[config.mk]
export PLATFORM = sky130hd
export DESIGN_NAME = sfq_not_scheduler_flat
export DESIGN_NICKNAME = d
export VERILOG_FILES = /design/src/rtl/sfq_not_scheduler_if.sv /design/src/rtl/sfq_not_scheduler.sv /design/src/flat_wrapper.sv
export SDC_FILE = /design/constraint.sdc
export NUM_CORES = 1
export LEC_CHECK = 0
export CAP_MARGIN = 40
export CORE_MARGIN = 3
export CORE_UTILIZATION = 53
export CTS_CLUSTER_SIZE = 28
export DETAILED_ROUTE_END_ITERATION = 10
export PLACE_DENSITY = 0.88
export RECOVER_POWER = 50
export SLEW_MARGIN = 25
export SYNTH_ARGS = -nofsm -noshare
export SYNTH_HDL_FRONTEND = slang
export SYNTH_SLANG_ARGS = --single-unit
[constraint.sdc]
create_clock -name clk -period 3.6 [get_ports clk]
set_input_delay 0.72 -clock clk [delete_from_list [all_inputs] [get_ports clk]]
set_output_delay 0.72 -clock clk [all_outputs]
set_load 0.02 [all_outputs]
[src/rtl/sfq_not_scheduler_if.sv]
// rtl/sfq_not_scheduler_if.sv - request/response handshake bundle for sfq_not_scheduler
// Requesters sit on the master side; the scheduler is the slave that grants and answers.
interface sfq_not_scheduler_if #(
   parameter int N_REQ = 4
);
   localparam int ID_W = $clog2(N_REQ);

   logic [N_REQ-1:0] req_valid;
   logic [N_REQ-1:0] req_data;
   logic [N_REQ-1:0] req_ready;
   logic             rsp_valid;
   logic [ID_W-1:0]  rsp_id;
   logic             rsp_data;
   logic             rsp_err;

   modport master (
      output req_valid,
      output req_data,
      input  req_ready,
      input  rsp_valid,
      input  rsp_id,
      input  rsp_data,
      input  rsp_err
   );

   modport slave (
      input  req_valid,
      input  req_data,
      output req_ready,
      output rsp_valid,
      output rsp_id,
      output rsp_data,
      output rsp_err
   );
endinterface

[src/rtl/sfq_not_scheduler.sv]
// rtl/sfq_not_scheduler.sv - round-robin sharing of one clocked SFQ NOT cell
// Sequences data/clock pulses to the cell, counts output pulses in a window, answers the winner.
module sfq_not_scheduler #(
   parameter int N_REQ      = 4,
   parameter int SETUP_CYC  = 2,
   parameter int WINDOW_CYC = 3
) (
   input  logic               clk,
   input  logic               rst,
   sfq_not_scheduler_if.slave bus,
   output logic               err_stray,
   output logic               cell_in,
   output logic               cell_clk,
   input  logic               cell_out
);
   localparam int ID_W    = $clog2(N_REQ);
   localparam int MAX_CYC = (SETUP_CYC > WINDOW_CYC) ? SETUP_CYC : WINDOW_CYC;
   localparam int TMR_W   = (MAX_CYC < 2) ? 1 : $clog2(MAX_CYC);

   localparam logic [TMR_W-1:0] SETUP_LOAD  = TMR_W'(SETUP_CYC - 1);
   localparam logic [TMR_W-1:0] WINDOW_LOAD = TMR_W'(WINDOW_CYC - 1);

   typedef enum logic [2:0] {
      FLUSH,
      FLUSH_WAIT,
      IDLE,
      DATA,
      SETUP,
      CLOCK,
      WATCH,
      RESP
   } state_t;

   state_t           state;
   logic [ID_W-1:0]  ptr;
   logic [TMR_W-1:0] tmr;
   logic [1:0]       hits;
   logic [ID_W-1:0]  id_q;

   logic             cell_in_q;
   logic             cell_clk_q;
   logic             rsp_valid_q;
   logic [ID_W-1:0]  rsp_id_q;
   logic             rsp_data_q;
   logic             rsp_err_q;

   logic [N_REQ-1:0] grant;
   logic [ID_W-1:0]  win_idx;
   logic [ID_W-1:0]  scan;
   logic [ID_W-1:0]  ptr_nx;
   logic             any_req;
   logic [1:0]       hits_nx;
   logic             stray_zone;

   // First valid index at or after the pointer, wrapping at N_REQ-1.
   always_comb begin
      grant   = '0;
      win_idx = '0;
      scan    = '0;
      any_req = 1'b0;
      for (int k = 0; k < N_REQ; k++) begin
         scan = ID_W'((int'(ptr) + k) % N_REQ);
         if (!any_req && bus.req_valid[scan]) begin
            any_req = 1'b1;
            win_idx = scan;
         end
      end
      if (any_req && state == IDLE) begin
         grant[win_idx] = 1'b1;
      end
   end

   assign ptr_nx     = (win_idx == ID_W'(N_REQ - 1)) ? '0 : win_idx + 1'b1;
   assign hits_nx    = (cell_out && hits != 2'd3) ? hits + 2'd1 : hits;
   assign stray_zone = (state == IDLE) || (state == DATA) || (state == SETUP) ||
                       (state == CLOCK) || (state == RESP);

   assign bus.req_ready = grant;
   assign bus.rsp_valid = rsp_valid_q;
   assign bus.rsp_id    = rsp_id_q;
   assign bus.rsp_data  = rsp_data_q;
   assign bus.rsp_err   = rsp_err_q;
   assign cell_in       = cell_in_q;
   // The flush pulse must appear in the very first cycle after reset release,
   // before any register has seen rst low, so it is decoded from the state.
   assign cell_clk      = cell_clk_q | (state == FLUSH && !rst);

   always_ff @(posedge clk) begin
      if (rst) begin
         state       <= FLUSH;
         ptr         <= '0;
         tmr         <= '0;
         hits        <= '0;
         id_q        <= '0;
         cell_in_q   <= 1'b0;
         cell_clk_q  <= 1'b0;
         rsp_valid_q <= 1'b0;
         rsp_id_q    <= '0;
         rsp_data_q  <= 1'b0;
         rsp_err_q   <= 1'b0;
         err_stray   <= 1'b0;
      end else begin
         cell_in_q   <= 1'b0;
         cell_clk_q  <= 1'b0;
         rsp_valid_q <= 1'b0;
         rsp_id_q    <= '0;
         rsp_data_q  <= 1'b0;
         rsp_err_q   <= 1'b0;
         if (cell_out && stray_zone) begin
            err_stray <= 1'b1;
         end
         case (state)
            FLUSH: begin
               state <= FLUSH_WAIT;
               tmr   <= WINDOW_LOAD;
            end
            FLUSH_WAIT: begin
               if (tmr == '0) begin
                  state <= IDLE;
               end else begin
                  tmr <= tmr - 1'b1;
               end
            end
            IDLE: begin
               if (any_req) begin
                  state     <= DATA;
                  ptr       <= ptr_nx;
                  id_q      <= win_idx;
                  cell_in_q <= bus.req_data[win_idx];
               end
            end
            DATA: begin
               state <= SETUP;
               tmr   <= SETUP_LOAD;
            end
            SETUP: begin
               if (tmr == '0) begin
                  state      <= CLOCK;
                  cell_clk_q <= 1'b1;
               end else begin
                  tmr <= tmr - 1'b1;
               end
            end
            CLOCK: begin
               state <= WATCH;
               tmr   <= WINDOW_LOAD;
               hits  <= '0;
            end
            WATCH: begin
               hits <= hits_nx;
               // Last window cycle: the result already includes this cycle's sample.
               if (tmr == '0) begin
                  state       <= RESP;
                  rsp_valid_q <= 1'b1;
                  rsp_id_q    <= id_q;
                  rsp_data_q  <= (hits_nx == 2'd1);
                  rsp_err_q   <= (hits_nx >= 2'd2);
               end else begin
                  tmr <= tmr - 1'b1;
               end
            end
            RESP: begin
               state <= IDLE;
            end
            default: begin
               state <= FLUSH;
            end
         endcase
      end
   end
endmodule

[src/flat_wrapper.sv]
// flat-port wrapper written by rule: the top's interface ports become plain ports
module sfq_not_scheduler_flat 
#(
   parameter int N_REQ      = 4,
   parameter int SETUP_CYC  = 2,
   parameter int WINDOW_CYC = 3
)
  (clk, rst, err_stray, cell_in, cell_clk, cell_out, bus_req_valid, bus_req_data, bus_req_ready, bus_rsp_valid, bus_rsp_id, bus_rsp_data, bus_rsp_err);
  sfq_not_scheduler_if #(.N_REQ(N_REQ)) bus_i ();
  input  logic clk;
  input  logic rst;
  output logic err_stray;
  output logic cell_in;
  output logic cell_clk;
  input  logic cell_out;
  input wire logic [$bits(bus_i.req_valid)-1:0] bus_req_valid;
  input wire logic [$bits(bus_i.req_data)-1:0] bus_req_data;
  output wire logic [$bits(bus_i.req_ready)-1:0] bus_req_ready;
  output wire logic [$bits(bus_i.rsp_valid)-1:0] bus_rsp_valid;
  output wire logic [$bits(bus_i.rsp_id)-1:0] bus_rsp_id;
  output wire logic [$bits(bus_i.rsp_data)-1:0] bus_rsp_data;
  output wire logic [$bits(bus_i.rsp_err)-1:0] bus_rsp_err;
  assign bus_i.req_valid = bus_req_valid;
  assign bus_i.req_data = bus_req_data;
  assign bus_req_ready = bus_i.req_ready;
  assign bus_rsp_valid = bus_i.rsp_valid;
  assign bus_rsp_id = bus_i.rsp_id;
  assign bus_rsp_data = bus_i.rsp_data;
  assign bus_rsp_err = bus_i.rsp_err;
  sfq_not_scheduler #(.N_REQ(N_REQ), .SETUP_CYC(SETUP_CYC), .WINDOW_CYC(WINDOW_CYC)) u_core (.clk(clk), .rst(rst), .bus(bus_i), .err_stray(err_stray), .cell_in(cell_in), .cell_clk(cell_clk), .cell_out(cell_out));
endmodule
==> flow_summary.yaml, run 1 <==
route:
  vias: 992
  postRouteAntennaNets: 0
  drc_errors: 0
  drt-initial-drc-count: 15
  vias_per_cell: 5.67
  wl_per_cell_um: 13.1
  routed_wl_um: 2290
  firstDrtPassIters: 4
global_route:
  grt_pass1_wl_um: 3820
  grt_overflow: 0
  first_global_vias: 941
  grt_usage_pct: 19.2
  grt_max_degree: 18
  antenna_found_initial: 0
critical_path:
  r2r_setup_slack_ns: 1.81
  cp_max_fo: 5
  r2r_start: "u_core.hits[0]"
  arrival_ns: 2.77
  start_kind: "input port"
  reg2reg_depth: 6
  worstReg2RegEnd: "u_core.hits[1]"
  worstPathRequired_ns: 2.88
  path_class: "in -> out"
  end_kind: "output pin"
clock_tree:
  cts.path.max_buffers: 2
  cts-buffers-inserted: 3
  cts_tree: "yes"
  root_buffer: "clkbuf_4"
  cts.sinks: 19
  clk_pin_slew_ns: 0.10
  insertion_delay_ns: 0.30
  htree_levels: 1
logic_synthesis:
  synth_area_leader_cell: "dfxtp_1"
  ys_types: 39
  syn-mean-instance-area_um2: 8.45
  synth_top_area_share_pct: 35.4
  synth_commonest_cells: "19 x dfxtp_1, 17 x a21oi_1, 12 x nand2_1, 12 x nor2_1, 8 x inv_1"
  synth.most_common_cell: "dfxtp_1"
  syn-num-nets: 144
  synth_edf_count: 0
  yosys_most_used_dff: "dfxtp_1"
  synth_seq_cells: 19
  async_flop_share_pct: 0
  yosys_warnings: 0
  syn_inst: 127
  synth-seq-area-share_pct: 35.4
  synthesis.area_um2: 1070
  ys_top_cells_by_area: "dfxtp_1 35%, a21oi_1 7.9%, ha_1 7.0%"
final_layout:
  antenna_cells: 0
  multiInputGateArea_um2: 641
  fill_cells: 152
  design_area_um2: 1340
  final_cells: 175
  area_growth_pct: 24.6
  final-seq-area_um2: 380
  drive_gt1_share_pct: 10.7
  layout.nets: 168
hold_path:
  min_from: "u_core.id_q[1]"
  whs_path_depth: 1
  hp-class: "reg -> reg"
  hold_end: "u_core.bus.rsp_id[1]"
placement:
  place_inst: 171
  io_buffers: 22
  gp_congestion: 0.934
  place_hpwl_um: 1740
  pre_cts_ws_ns: 0.0742
  place_area_um2: 1320
power_and_ir_drop:
  power_leakage_nw: 0.535
  vdd_drop_max_uv: 358
  clock_power_share_pct: 17.9
  power_frac_seq_pct: 45.5
  combPwrFrac_pct: 36.6
  net-switching-power_mw: 0.226
  p_int_mw: 0.376
  powerDensity_nw_per_um2: 450
  switching_share_pct: 37.6
sta:
  tns_ns: 0
  hold_viol_final: 0
  finalCritPeriodShare_pct: 97.0
  min_period_ns: 3.49
  report.final.slew_viol_count: 0
  worst_slew_pin_slew_ns: 0.650
  setup_viol: 0
  clock.fmax_mhz: 286
  skew_ns: 0.00918
  fin_ws_ns: 0.109
  slew_headroom_pct: 56.3
  holdWs_ns: 0.474
run:
  max_cap_viol_count: 0
die:
  dieHeight_um: 51.0
  core.rowCount: 15
  start_util_pct: 59.0
  die_w_um: 51.0
  coreArea_um2: 1820
  ios: 23
  die_area_um2: 2600
run_status:
  outcome: "finished clean"
## registers in the layout, indices dropped and copies added (netlist names), 2 cells and up
register / cells
u_core.state: 3
u_core.hits: 2
u_core.ptr: 2
u_core.bus.rsp_id: 2
u_core.tmr: 2
u_core.id_q: 2
## cell families after synthesis
logic type / Yosys count / synth area share (%)
AO/OA/AOI/OAI: 33 / 20.3
XOR/XNOR: 3 / 2.45
adder cells (fa/ha/maj): 6 / 6.99
buffers and inverters: 13 / 4.66
flip-flops: 19 / 35.4
multiplexers: 3 / 2.91
AND/OR/NAND/NOR: 50 / 27.3
## worst max-delay path by stage
stage	startpoint	to	slack, ns	depth (start not counted)
5_1_grt	bus_req_valid[2]	bus_req_ready[0]	-0.006	8
2_1_floorplan	bus_req_valid[2]	bus_req_ready[2]	1.26	6
3_3_place_gp	bus_req_valid[2]	bus_req_ready[2]	0.19	8
4_1_cts	bus_req_valid[2]	bus_req_ready[0]	0.07	8
6_report	bus_req_valid[2]	bus_req_ready[0]	0.11	8
3_5_place_dp	bus_req_valid[2]	bus_req_ready[0]	0.07	8
## power by group through the flow
| stage | clock network, mW | logic (mW) | registers (mW) |
|---|---|---|---|
| floorplan | 0 | 0.178 | 0.258 |
| global placement | 0 | 0.214 | 0.275 |
| detailed placement | 0 | 0.224 | 0.277 |
| CTS | 0.109 | 0.225 | 0.272 |
| global route | 0.119 | 0.253 | 0.278 |
| finish | 0.108 | 0.220 | 0.274 |
## per-stage QoR
stage | total power, mW | utilization, %
6_report | 0.602 | 73.5
2_1_floorplan | 0.436 | -
4_1_cts | 0.605 | 73.8
5_1_grt | 0.650 | 73.5
3_5_place_dp | 0.501 | 72.3
3_3_place_gp | 0.489 | 72.3
## routing by layer
layer | vias to the layer above | part of all wire [%] | routed length (µm) | global-route usage [%]
met2 | 31 | 53 | 1210 | 35.8
met4 | 0 | 2.0 | 45 | 9.87
li1 | 487 | - | - | -
met3 | 8 | 5.2 | 119 | 4.37
met1 | 466 | 40 | 915 | 19.6
met5 | - | 0 | 0 | 0
## cell usage in the layout (no fill, tap or decap), types with 2 or more instances in the layout
master           synthesis  final
nor2_1                  12     12
and2_0                   0      3
inv_1                    8      8
a211oi_1                 2      2
and2_1                   7      4
nor3_2                   2      2
nand2_1                 12     12
o21ai_0                  4      4
clkbuf_4                 0      3
nor4_1                   2      3
xor2_1                   2      2
dfxtp_1                 19     19
and2b_1                  2      2
dlygate4sd3_1            0      3
nand2b_1                 4      4
a21oi_1                 17     16
clkdlybuf4s50_1          0     19
ha_1                     6      6
## repair_timing
action | 4_1_cts | 5_1_grt
resized for setup | 0 | 3
buffers inserted | 0 | 0
hold endpoints to repair | 0 | 0
endpoints found under the setup margin | 0 | 2
hold buffers | 0 | 0
## area by class of cell
cell class                      count  area share, %
Clock buffer                        3           1.68
Multi-Input combinational cell     95           47.9
Sequential cell                    19           28.4
Inverter                            9           2.53
Timing Repair Buffer               23           16.7
Clock inverter                      1          0.374
Tap cell                           25           2.34
## worst max-delay path, stage by stage
cell	delay, ns
clkdlybuf4s50_1	0.59
mux2i_2	0.12
o22ai_2	0.27
nor2_4	0.08
inv_1	0.10
ha_1	0.14
and2_1	0.13
clkdlybuf4s50_1	0.61
Power figures use the tool's default switching activity.
==> inputs of run 2 (changes only) <==
--- a/config.mk
+++ b/config.mk
@@ -7,10 +7,10 @@
 export LEC_CHECK = 0
 export CAP_MARGIN = 40
 export CORE_MARGIN = 3
-export CORE_UTILIZATION = 53
+export CORE_UTILIZATION = 30
 export CTS_CLUSTER_SIZE = 28
 export DETAILED_ROUTE_END_ITERATION = 10
-export PLACE_DENSITY = 0.88
+export PLACE_DENSITY = 0.57
 export RECOVER_POWER = 50
 export SLEW_MARGIN = 25
 export SYNTH_ARGS = -nofsm -noshare
==> run 2 against run 1 <==
  * Sequential power is essentially flat
  * First-iteration DRC count grew to 3.5 times the previous value
  * Core utilization shrank 33 points
  * Total power grew 0.81%
  * Clock skew shrank 0.0074 ns
  * Final cell count grew 13%
  * Non-clock buffer count grew 1
  * Clock power is essentially flat
==> flow_summary.yaml, run 2 (same netlist as run 1, synthesis figures left out) <==
run_status:
  outcome: "finished clean"
die:
  die_w_um: 65.8
  core.rowCount: 21
  die_area_um2: 4330
  start_util_pct: 31.7
  dieHeight_um: 65.8
  coreArea_um2: 3390
  ios: 23
clock_tree:
  cts_tree: "yes"
  cts.sinks: 19
  clk_pin_slew_ns: 0.11
  cts.path.max_buffers: 2
  htree_levels: 1
  cts-buffers-inserted: 3
  insertion_delay_ns: 0.30
  root_buffer: "clkbuf_4"
sta:
  clock.fmax_mhz: 290
  rsz0062_at_grt: "no"
  skew_ns: 0.00174
  holdWs_ns: 0.463
  setup_viol: 0
  finalCritPeriodShare_pct: 95.8
  min_period_ns: 3.45
  hold_viol_final: 0
  slew_headroom_pct: 48.3
  report.final.slew_viol_count: 0
  tns_ns: 0
  worst_slew_pin_slew_ns: 0.769
power_and_ir_drop:
  powerDensity_nw_per_um2: 443
  power_leakage_nw: 0.538
  vdd_drop_max_uv: 254
  total_power_mw: 0.607
route:
  drt-initial-drc-count: 52
  drc_errors: 0
  wl_per_cell_um: 11.7
  routed_wl_um: 2310
  vias: 963
  vias_per_cell: 4.89
  postRouteAntennaNets: 0
  firstDrtPassIters: 4
final_layout:
  antenna_cells: 0
  largest_register: "u_core.state"
  multiInputGateArea_um2: 641
  final-seq-area_um2: 380
  layout.nets: 169
  largest_reg_flops: 3
  design_area_um2: 1370
  fill_cells: 345
  mostFrequentLayoutCells: "19 x clkdlybuf4s50_1, 19 x dfxtp_1, 16 x a21oi_1"
  area_growth_pct: 27.6
  drive_gt1_share_pct: 10.6
global_route:
  grt_usage_pct: 11.4
  grt_pass1_wl_um: 3900
  grt_max_degree: 18
  antenna_found_initial: 0
  grt_overflow: 0
  first_global_vias: 902
critical_path:
  end_kind: "output pin"
  cp_max_fo: 5
  path_class: "in -> out"
  worstPathRequired_ns: 2.88
  start_kind: "input port"
  arrival_ns: 2.73
placement:
  place_area_um2: 1350
  gp_congestion: 0.724
  place_hpwl_um: 1660
  io_buffers: 22
hold_path:
  hp-class: "reg -> reg"
run:
  max_cap_viol_count: 0
==> run 2: area by class of cell <==
type,count,area share (%)
Multi-Input combinational cell,95,46.8
Timing Repair Buffer,24,16.9
Sequential cell,19,27.8
Tap cell,46,4.20
Clock buffer,4,1.92
Inverter,9,2.47
==> run 2: final timing paths <==
check        depth (start not counted)                    to  slack [ns]        startpoint
max                                  8      bus_req_ready[2]        0.15  bus_req_valid[2]
min                                  1  u_core.bus.rsp_id[0]        0.46    u_core.id_q[0]
max reg2reg                          6        u_core.hits[1]        1.80    u_core.hits[0]
min reg2reg                          1  u_core.bus.rsp_id[0]        0.46    u_core.id_q[0]
==> run 2: metrics by stage <==
| step | std cells | setup slack [ns] | util [%] |
|---|---|---|---|
| after CTS | 197 | 0.113 | 40.6 |
| final | 197 | 0.152 | 40.4 |
| after floorplan | 127 | 1.26 | - |
| after global placement | 193 | 0.220 | 39.8 |
| after detailed placement | 193 | 0.115 | 39.8 |
| after global routing | 197 | 0.0266 | 40.4 |
==> run 2: power by group <==
part           leakage [nW]  internal, mW  switching [mW]
Sequential            0.154         0.234          0.0392
Clock                0.0150        0.0432          0.0674
Combinational         0.368         0.103           0.120
Total                 0.538         0.380           0.227
==> run 2: routing by layer <==
layer	share of wire (%)	global-route usage [%]	vias to the layer above
met3	6.8	2.55	2
met1	48	14.4	443
met5	0	0	-
met2	45	17.8	32
li1	-	-	486
met4	0.91	6.22	0
==> run 2: worst max-delay path, cell delays in order <==
cell and delay [ns]:
clkdlybuf4s50_1 0.58, nand2b_1 0.14, a21oi_2 0.24, nor2_4 0.08, inv_1 0.10, ha_1 0.15
and2_1 0.12, clkdlybuf4s50_1 0.60
==> run 2: timing repair <==
action                                  4_1_cts  5_1_grt
resized for setup                             0        3
endpoints found under the setup margin        0        2
hold buffers                                  0        0
setup buffers                                 0        0
